File: src/rtl/sorter_rr_sched_if.sv
// Request/sorter/response bundle for the shared-sorter scheduler.
// Ports: requester valid/ready/data, sorter issue/return, per-requester response.
interface sorter_rr_sched_if #(
    parameter int DATAWIDTH = 8,
    parameter int NREQ      = 4
);
    logic [NREQ-1:0]             req_valid_i;
    logic [NREQ-1:0]             req_ready_o;
    logic [NREQ*8*DATAWIDTH-1:0] req_data_i;
    logic                        sort_valid_o;
    logic [8*DATAWIDTH-1:0]      sort_data_o;
    logic                        sort_valid_i;
    logic [8*DATAWIDTH-1:0]      sort_data_i;
    logic [NREQ-1:0]             rsp_valid_o;
    logic [8*DATAWIDTH-1:0]      rsp_data_o;

    // Scheduler side.
    modport slave (
        input  req_valid_i,
        input  req_data_i,
        input  sort_valid_i,
        input  sort_data_i,
        output req_ready_o,
        output sort_valid_o,
        output sort_data_o,
        output rsp_valid_o,
        output rsp_data_o
    );

    // Environment side: requesters plus the sorter datapath.
    modport master (
        output req_valid_i,
        output req_data_i,
        output sort_valid_i,
        output sort_data_i,
        input  req_ready_o,
        input  sort_valid_o,
        input  sort_data_o,
        input  rsp_valid_o,
        input  rsp_data_o
    );
endinterface

File: src/rtl/sorter_rr_sched.sv
// Round-robin scheduler sharing one fixed-latency 8-input sorter among NREQ requesters.
// Ports: clk_i, rst_i (sync, active-high), flush_i, bus (slave), idle_o, err_o (sticky).
module sorter_rr_sched #(
    parameter int DATAWIDTH = 8,
    parameter int NREQ      = 4,
    parameter int LAT       = 6,
    parameter int MAX_OUT   = 4
) (
    input  logic             clk_i,
    input  logic             rst_i,
    input  logic             flush_i,
    sorter_rr_sched_if.slave bus,
    output logic             idle_o,
    output logic             err_o
);
    localparam int VW  = 8 * DATAWIDTH;
    localparam int IDW = (NREQ > 1) ? $clog2(NREQ) : 1;
    localparam int CW  = $clog2(MAX_OUT + 1);
    localparam logic [CW-1:0] CNT_MAX = CW'(MAX_OUT);
    localparam logic [IDW:0]  NREQ_W  = (IDW+1)'(NREQ);

    logic [IDW-1:0] r_ptr;
    logic [CW-1:0]  r_cnt [NREQ];
    logic [LAT-1:0] r_tag_v;
    logic [IDW-1:0] r_tag_id [LAT];
    logic           r_err;

    logic [NREQ-1:0]   w_elig;
    logic [2*NREQ-1:0] w_dbl;
    logic [NREQ-1:0]   w_rot;
    logic [NREQ-1:0]   w_gnt;
    logic [NREQ-1:0]   w_rsp;
    logic [IDW-1:0]    w_off;
    logic [IDW-1:0]    w_gid;
    logic [IDW-1:0]    w_ptr_nxt;
    logic [IDW:0]      w_sum;
    logic [IDW:0]      w_inc;
    logic              w_gv;
    logic              w_tag_v;
    logic [IDW-1:0]    w_tag_id;
    logic              w_hit;
    logic              w_cnt_zero;
    logic [VW-1:0]     w_sdata;

    // Reset also masks eligibility so nothing is granted while rst_i is high.
    always_comb begin
        w_elig = '0;
        for (int r = 0; r < NREQ; r++) begin
            w_elig[r] = bus.req_valid_i[r]
                      && (r_cnt[r] < CNT_MAX)
                      && !flush_i
                      && !rst_i;
        end
    end

    // Rotate so bit k is requester (ptr+k) mod NREQ; the lowest set bit wins.
    assign w_dbl = {w_elig, w_elig} >> r_ptr;
    assign w_rot = w_dbl[NREQ-1:0];

    always_comb begin
        w_gv  = 1'b0;
        w_off = '0;
        for (int k = 0; k < NREQ; k++) begin
            if (!w_gv && w_rot[k]) begin
                w_gv  = 1'b1;
                w_off = IDW'(k);
            end
        end
    end

    // Map the rotated offset back to a requester id, and precompute the
    // pointer that follows it; both wrap modulo NREQ.
    always_comb begin
        w_sum = {1'b0, r_ptr} + {1'b0, w_off};
        if (w_sum >= NREQ_W) begin
            w_sum = w_sum - NREQ_W;
        end
        w_gid = w_sum[IDW-1:0];
        w_inc = {1'b0, w_gid} + (IDW+1)'(1);
        if (w_inc >= NREQ_W) begin
            w_inc = '0;
        end
        w_ptr_nxt = w_inc[IDW-1:0];
    end

    assign w_gnt = w_gv ? (NREQ'(1) << w_gid) : '0;

    always_comb begin
        w_sdata = '0;
        for (int r = 0; r < NREQ; r++) begin
            if (w_gnt[r]) begin
                w_sdata = bus.req_data_i[r*VW +: VW];
            end
        end
    end

    always_ff @(posedge clk_i) begin
        if (rst_i) begin
            r_ptr <= '0;
        end else if (w_gv) begin
            r_ptr <= w_ptr_nxt;
        end
    end

    // Tag pipeline mirrors the sorter: one stage per cycle of latency.
    always_ff @(posedge clk_i) begin
        if (rst_i) begin
            r_tag_v <= '0;
        end else begin
            r_tag_v[0] <= w_gv;
            for (int s = 1; s < LAT; s++) begin
                r_tag_v[s] <= r_tag_v[s-1];
            end
        end
    end

    // Ids are only meaningful alongside a set valid bit, so no reset.
    always_ff @(posedge clk_i) begin
        r_tag_id[0] <= w_gid;
        for (int s = 1; s < LAT; s++) begin
            r_tag_id[s] <= r_tag_id[s-1];
        end
    end

    assign w_tag_v  = r_tag_v[LAT-1];
    assign w_tag_id = r_tag_id[LAT-1];

    // A result is routed only when both the sorter and the tag agree.
    assign w_hit = w_tag_v & bus.sort_valid_i & ~rst_i;
    assign w_rsp = w_hit ? (NREQ'(1) << w_tag_id) : '0;

    always_ff @(posedge clk_i) begin
        if (rst_i) begin
            r_err <= 1'b0;
        end else if (bus.sort_valid_i != w_tag_v) begin
            r_err <= 1'b1;
        end
    end

    // Grant and response together leave the count unchanged; a response
    // at zero (only after misalignment) saturates.
    always_ff @(posedge clk_i) begin
        if (rst_i) begin
            for (int r = 0; r < NREQ; r++) begin
                r_cnt[r] <= '0;
            end
        end else begin
            for (int r = 0; r < NREQ; r++) begin
                case ({w_gnt[r], w_rsp[r]})
                    2'b10: r_cnt[r] <= r_cnt[r] + CW'(1);
                    2'b01: begin
                        if (r_cnt[r] != '0) begin
                            r_cnt[r] <= r_cnt[r] - CW'(1);
                        end
                    end
                    default: ;
                endcase
            end
        end
    end

    always_comb begin
        w_cnt_zero = 1'b1;
        for (int r = 0; r < NREQ; r++) begin
            if (r_cnt[r] != '0) begin
                w_cnt_zero = 1'b0;
            end
        end
    end

    assign idle_o = rst_i | (w_cnt_zero & ~|r_tag_v);
    assign err_o  = r_err;

    assign bus.req_ready_o  = w_gnt;
    assign bus.sort_valid_o = w_gv;
    assign bus.sort_data_o  = w_sdata;
    assign bus.rsp_valid_o  = w_rsp;
    assign bus.rsp_data_o   = bus.sort_data_i;
endmodule

File: src/flat_wrapper.sv
// flat-port wrapper written by rule: the top's interface ports become plain ports
module sorter_rr_sched_flat 
#(
    parameter int DATAWIDTH = 8,
    parameter int NREQ      = 4,
    parameter int LAT       = 6,
    parameter int MAX_OUT   = 4
)
  (clk_i, rst_i, flush_i, idle_o, err_o, bus_req_valid_i, bus_req_data_i, bus_sort_valid_i, bus_sort_data_i, bus_req_ready_o, bus_sort_valid_o, bus_sort_data_o, bus_rsp_valid_o, bus_rsp_data_o);
  sorter_rr_sched_if #(.DATAWIDTH(DATAWIDTH), .NREQ(NREQ)) bus_i ();
  input  logic clk_i;
  input  logic rst_i;
  input  logic flush_i;
  output logic idle_o;
  output logic err_o;
  input wire logic [$bits(bus_i.req_valid_i)-1:0] bus_req_valid_i;
  input wire logic [$bits(bus_i.req_data_i)-1:0] bus_req_data_i;
  input wire logic [$bits(bus_i.sort_valid_i)-1:0] bus_sort_valid_i;
  input wire logic [$bits(bus_i.sort_data_i)-1:0] bus_sort_data_i;
  output wire logic [$bits(bus_i.req_ready_o)-1:0] bus_req_ready_o;
  output wire logic [$bits(bus_i.sort_valid_o)-1:0] bus_sort_valid_o;
  output wire logic [$bits(bus_i.sort_data_o)-1:0] bus_sort_data_o;
  output wire logic [$bits(bus_i.rsp_valid_o)-1:0] bus_rsp_valid_o;
  output wire logic [$bits(bus_i.rsp_data_o)-1:0] bus_rsp_data_o;
  assign bus_i.req_valid_i = bus_req_valid_i;
  assign bus_i.req_data_i = bus_req_data_i;
  assign bus_i.sort_valid_i = bus_sort_valid_i;
  assign bus_i.sort_data_i = bus_sort_data_i;
  assign bus_req_ready_o = bus_i.req_ready_o;
  assign bus_sort_valid_o = bus_i.sort_valid_o;
  assign bus_sort_data_o = bus_i.sort_data_o;
  assign bus_rsp_valid_o = bus_i.rsp_valid_o;
  assign bus_rsp_data_o = bus_i.rsp_data_o;
  sorter_rr_sched #(.DATAWIDTH(DATAWIDTH), .NREQ(NREQ), .LAT(LAT), .MAX_OUT(MAX_OUT)) u_core (.clk_i(clk_i), .rst_i(rst_i), .flush_i(flush_i), .bus(bus_i), .idle_o(idle_o), .err_o(err_o));
endmodule
File: config.mk
export PLATFORM = sky130hd
export DESIGN_NAME = sorter_rr_sched_flat
export DESIGN_NICKNAME = d
export VERILOG_FILES = /design/src/rtl/sorter_rr_sched_if.sv /design/src/rtl/sorter_rr_sched.sv /design/src/flat_wrapper.sv
export SDC_FILE = /design/constraint.sdc
export NUM_CORES = 1
export LEC_CHECK = 0
export ABC_AREA = 1
export CORE_AREA = 10 10 171 173
export CTS_CLUSTER_DIAMETER = 200
export DETAILED_ROUTE_END_ITERATION = 6
export DIE_AREA = 0 0 181 183
export PLACE_DENSITY = 0.56
export SLEW_MARGIN = 20
export SYNTH_ARGS = -nofsm -noshare
export SYNTH_HDL_FRONTEND = slang
export SYNTH_SLANG_ARGS = --single-unit
File: constraint.sdc
create_clock -name clk_i -period 4.01 [get_ports clk_i]
set_input_delay 0.6015 -clock clk_i [delete_from_list [all_inputs] [get_ports clk_i]]
set_output_delay 0.6015 -clock clk_i [all_outputs]
set_load 0.005 [all_outputs]
* After elaboration in Yosys (flattened, before gate mapping) *
Memory sizes are Yosys's and may differ from the RTL's.
Index checks and enable logic that the tools add are counted.
Widths: inputs -> output; s select.

storage, ports and cells
  flip-flop bits (word level) = 9
  bits in writable memories = 24
  input port bits = 328
  memories = 2

memory list
  name             depth  bits a word  read ports  clocked after memory_dff  write ports  RTL line               text
  u_core.r_cnt     4      3            4           0                         4            sorter_rr_sched.sv:23  logic [CW-1:0] r_cnt [NREQ];
  u_core.r_tag_id  6      2            6           0                         6            sorter_rr_sched.sv:25  logic [IDW-1:0] r_tag_id [LAT];

operators by class
  $add $sub $neg = 11
  order comparisons = 6
  eq/ne operators = 9
  shift-type cells = 3
  mux-type cells = 57
  bitwise gates (word level) = 13
  reduce and logical (&&, ||, !) cells = 26

operator list
  operator             count
  $mux 64              4
  $mux 1               39
  $mux 3               8
  $logic_and 1x1->1    15
  $add 3x1->3 const B  4
  $lt 3x3->1 const B   4
  $reduce_bool 3->1    4
  $sub 3x1->3 const B  4
  $or 1x1->1           9
  $eq 2x1->1 const B   4
  $eq 2x2->1 const B   4
  $mux 2               4
  $mux 4               2
  $shl 1x2->4 const A  2
  $shr 8x2->4          1
  $ge 3x3->1 const B   2
  $logic_not 1->1      6
  $reduce_or 6->1      1
  $add 2x1->3 const B  1
  $add 2x2->3          1
  $and 1x1->1          3
  $sub 2x1->2 const B  1
  $ne 1x1->1           1
  $not 1->1            1

* Longest topological paths before layout *
Gate-level depths: netlist of the first run.
An unclocked memory read counts as a cell.

  depth after elaboration = 27
  gate-level depth with buffers = 21

* Worst setup path after synthesis of the first run *
Ideal clock, no wire load.

  path kind = input to register
  start = input rst_i
  end = memory u_core.r_cnt[0][2] (netlist bit), data pin
  library setup time = 253 ps
  arrival = 3350 ps
  data required time = 3757 ps
  path slack = 406 ps
  stages on the path = 20
  cells stage by stage = buf_6 nor2_8 nand3_1 nand2_1 nand2_1 a31oi_1 nor2_1 ha_1 xnor2_1 xor2_1 inv_1 ha_1 clkbuf_1 nand2_2 nand3_2 fa_1 xnor2_1 inv_1 nand4_1 nand2_1

RTL lines
  item         RTL line               text
  from (decl)  flat_wrapper.sv:12     input logic rst_i;
  to (decl)    sorter_rr_sched.sv:23

* Final worst setup path of the first run *
  start = input flush_i
  end = output bus_sort_data_o[56]

between the ends
  word-level cells in the longest chain between the ends = 23
  elaborated cells on any way between the ends = 33
  those cells by class = add/sub: 2; order compare: 1; shift: 2; mux: 13; reduce/logical: 15

RTL lines
  item                                              RTL line                                      text
  from (decl)                                       flat_wrapper.sv:13                            input logic flush_i;
  $logic_not 1->1 *                                 sorter_rr_sched.sv:51                         && !flush_i
  $logic_and 1x1->1                                 sorter_rr_sched.sv:51
  $logic_and 1x1->1                                 sorter_rr_sched.sv:52                         && !rst_i;
  $shr 8x2->4 *                                     sorter_rr_sched.sv:57                         assign w_dbl = {w_elig, w_elig} >> r_ptr;
  $mux 1                                            sorter_rr_sched.sv:64                         if (!w_gv && w_rot[k]) begin
  $logic_not 1->1                                   sorter_rr_sched.sv:64
  $logic_and 1x1->1                                 sorter_rr_sched.sv:64
  $mux 1                                            sorter_rr_sched.sv:64
  [... 6 more ...]                                  n/a
  $add 2x2->3 *                                     sorter_rr_sched.sv:74                         w_sum = {1'b0, r_ptr} + {1'b0, w_off};
  $ge 3x3->1 / $sub 2x1->2 (equally long branches)  sorter_rr_sched.sv:75, sorter_rr_sched.sv:76
  $mux 2 *                                          sorter_rr_sched.sv:75                         if (w_sum >= NREQ_W) begin
  named net u_core.w_sum[1]                         sorter_rr_sched.sv:36                         logic [IDW:0] w_sum;
  $shl 1x2->4 *                                     sorter_rr_sched.sv:86                         assign w_gnt = w_gv ? (NREQ'(1) << w_gid) : '0;
  $mux 4 *                                          sorter_rr_sched.sv:86
  $mux 64 (3 in series)                             sorter_rr_sched.sv:91                         if (w_gnt[r]) begin
  $mux 64 *                                         sorter_rr_sched.sv:91
  to (decl)                                         flat_wrapper.sv:22                            output wire logic [$bits(bus_i.sort_data_o)-1:0] bus_sort_data_o;

Mark *: on every way through the listed nets, which the timed path passes. The rest lies on a longest branch.

==> summary.txt, run 1 <==
STA
  – Slew Viols, Final: 0
  – Fmax: 254.5 MHz
  – Max transition margin: 61.73%
  – # setup viols final: 0
  – Hold_ws: 0.3237 ns
  – Fin crit share: 98.00%
  – Post-route minimum period: 3.930 ns
  – RSZ-0062 raised after global routing: true
  – Clock skew: 0.007181 ns
  – Setup_tns: 0 ns
  – Worst-Margin Slew: 0.5696 ns
  – Hold Fails Final Rpt: 0

Worst setup path
  – Worst reg2reg path endpoint: u_core.r_cnt[2][2]$_SDFFCE_PN0P_
  – Crit path buf inv count: 5
  – Worst r2r src: u_core.r_cnt[1][2]$_SDFFCE_PN0P_
  – Top Family by Delay on Critical Path: buffers and inverters
  – Worst-path cell chain: buf_4, nor2_8, nand3_2, nand2_2, nand2_1, a31oi_1, nor2_2, ha_2, xnor2_2, xor2_2, buf_4, ha_4, buf_12, nand2_8, buf_12, nand3_2, nand2_1, nand2_1, dlygate4sd2_1
  – Critical path class: input pin to output port
  – R2r setup slk: 0.19 ns
  – Crit end category: output port
  – Crit path DAT: 3.33 ns
  – CP most frequent cell: nand2_1
  – Slowest CP cell: xor2_2
  – Worst Path Max Fanout: 22
  – CP max stage delay: 0.24 ns
  – R2r worst-path depth: 21
  – Setup crit start kind: input pin
  – Required @ worst endpoint: 3.41 ns

Pwr
  – PD cells: 803.4 mW/mm2
  – Static leakage: 0.005446 uW
  – Tot Pwr: 8298 uW
  – Maximum vdd drop: 0.0004403 V

Synth
  – Gate Count Post-Synth: 1092
  – Cell variety after synth: 29
  – Synth Net Count: 1432
  – Avg Inst Size Synth: 5.260 um2
  – #FFs+latches synth: 33
  – Mapped cell area: 0.005744 mm2
  – Synth warn: 0
  – Sequential share of the synthesized area: 13.59%

Die
  – Row cnt: 59
  – Chip width: 181 um
  – Die height: 183 um
  – Core footprint: 0.02576 mm2
  – Initial Utilization: 22.30%
  – Die area: 0.03312 mm2
  – I/O pin count: 467

Detailed routing
  – Via/cell ratio: 4.365
  – Avg WL per Cell: 17.39 um
  – First-pass iteration count of the detailed router: 5
  – DRC viols: 0
  – ANT nets after route: 0
  – Final WL: 30340 um
  – Vias: 7617
  – DRT iter0 DRCs: 419

Placed design
  – Cell count after placement: 1696
  – Port buffer count: 338
  – GPL Wtd Cong: 0.8533
  – Post-DP HPWL: 22630 um

Clock tree
  – CTS Buffer Depth: 2
  – Clk_lat worst skew: 0.28 ns
  – Root buffer cell: clkbuf_16
  – CTS tree: yes
  – Clk sink count: 33
  – Clock buffer count from CTS: 5
  – Worst-path clk slew: 0.05 ns
  – Hold buffer count at cts: 0
  – H-tree levels: 2

Layout
  – Nets: 1749
  – Finished Layout Cells: 1745
  – Area Overhead vs Synth: 79.81%
  – Share of post-route cells with drive strength above 1: 19.72%
  – Most common cell after layout, fill and taps aside: nand2_1
  – Most frequent cells in the layout: nand2_1, clkdlybuf4s50_1, nand3_1, inv_1, nor2_1
  – Diode count: 0
  – Fin util: 40.09%

Job
  – Max-Cap Viols: 0

Status
  – Status: finished, final reports clean

Global routing
  – Total grt overflow: 0
  – First-pass GRT wire length: 43280 um
  – Initial antenna violation count: 0
  – GR Util All Layers: 16.21%
  – Largest net degree at the start of global routing: 46
  – Vias in the first global route: 7380

Min path
  – Type of the worst min-delay path: flop to flop
  – Min-Delay Endpoint: u_core.r_tag_id[4][0]$_DFF_P_
  – Min-delay src: u_core.r_tag_id[3][0]$_DFF_P_
  – WHS Path Cells: 0
[power breakdown]
part,switching [uW],internal (uW)
logic,3830,3560
registers,76.2,474
clock network,127,230
total,4030,4270
[per-layer routing]
metal	GRT usage (%)	share of wire, %	vias to the layer above
met5	0	0	-
met4	4.035	2.5	0
met3	4.272	7.5	48
met2	28.79	49	287
met1	18.98	41	3396
li1	-	-	3886
[registers in the layout (all words and copies together) (netlist names)]
register and count:
u_core.r_tag_id 12, u_core.r_ptr 2, u_core.r_tag_v 6, u_core.r_cnt 12, u_core.err_o 1
[cells in the mapped netlist (all sizes together)]
cell | count | area (um2)
edfxtp | 12 | 360.4
a31oi | 1 | 6.260
a21oi | 9 | 45.04
nor4 | 1 | 6.260
o41ai | 1 | 8.760
nand3 | 273 | 1371
nor2 | 84 | 346.6
xor2 | 2 | 17.52
buf | 110 | 795.8
nor3 | 7 | 35.03
fa | 3 | 60.06
o21ai | 6 | 30.03
clkbuf | 27 | 101.4
nand4 | 4 | 25.02
dfxtp | 21 | 420.4
xnor2 | 5 | 43.79
nand2 | 288 | 1099
inv | 229 | 859.6
ha | 9 | 112.6
[repair_timing]
item | in CTS | in global routing
buffers inserted | 17 | 14
resized for setup | 175 | 130
setup endpoints to repair | 74 | 67
pin swaps | 26 | 22
gates cloned | 7 | 7
[metrics by stage]
stage | worst slack [ns] | cell area, um2
6_report | 0.08028 | 10330
3_5_place_dp | -0.8879 | 9424
3_3_place_gp | -0.8001 | 9424
2_1_floorplan | 0.4063 | 5744
5_1_grt | -0.1203 | 10330
4_1_cts | 0.01208 | 10040
[worst max-delay path by stage]
stage,from,cells past startpoint,slack [ns],end
after floorplan,rst_i,20,0.41,u_core.r_cnt[0][2]$_SDFFCE_PN0P_
after detailed placement,flush_i,20,-0.89,bus_sort_data_o[30]
after global routing,flush_i,19,-0.12,bus_sort_data_o[35]
final,flush_i,19,0.08,bus_sort_data_o[56]
after CTS,bus_req_valid_i[2],20,0.01,bus_req_ready_o[0]
after global placement,rst_i,20,-0.80,bus_sort_data_o[30]
[cells by family after synthesis]
logic type | synth area share [%]
and+or+nand+nor | 50.19
buffers and inverters | 30.58
DFF | 13.59
AOI/OAI and AO/OA | 1.568
adders and majority gates | 3.006
xor gates and xnor gates | 1.067
[layout make-up]
cell class | count | area, um2
flip-flops and latches | 33 | 782.0
inverters | 229 | 867.1
well taps | 335 | 419.2
multi-input cells | 693 | 3510
fillers | 2785 | 15430
repair buffers | 447 | 4614
clock buffers | 8 | 136.4
Power figures use the tool's default switching activity.
==> run 2: changes to the inputs <==
--- a/config.mk
+++ b/config.mk
@@ -15,3 +15,4 @@
 export SYNTH_ARGS = -nofsm -noshare
 export SYNTH_HDL_FRONTEND = slang
 export SYNTH_SLANG_ARGS = --single-unit
+export TNS_END_PERCENT = 100
==> results of run 2 <==
No change in the layout: final DEF, timing and power equal those of run 1.
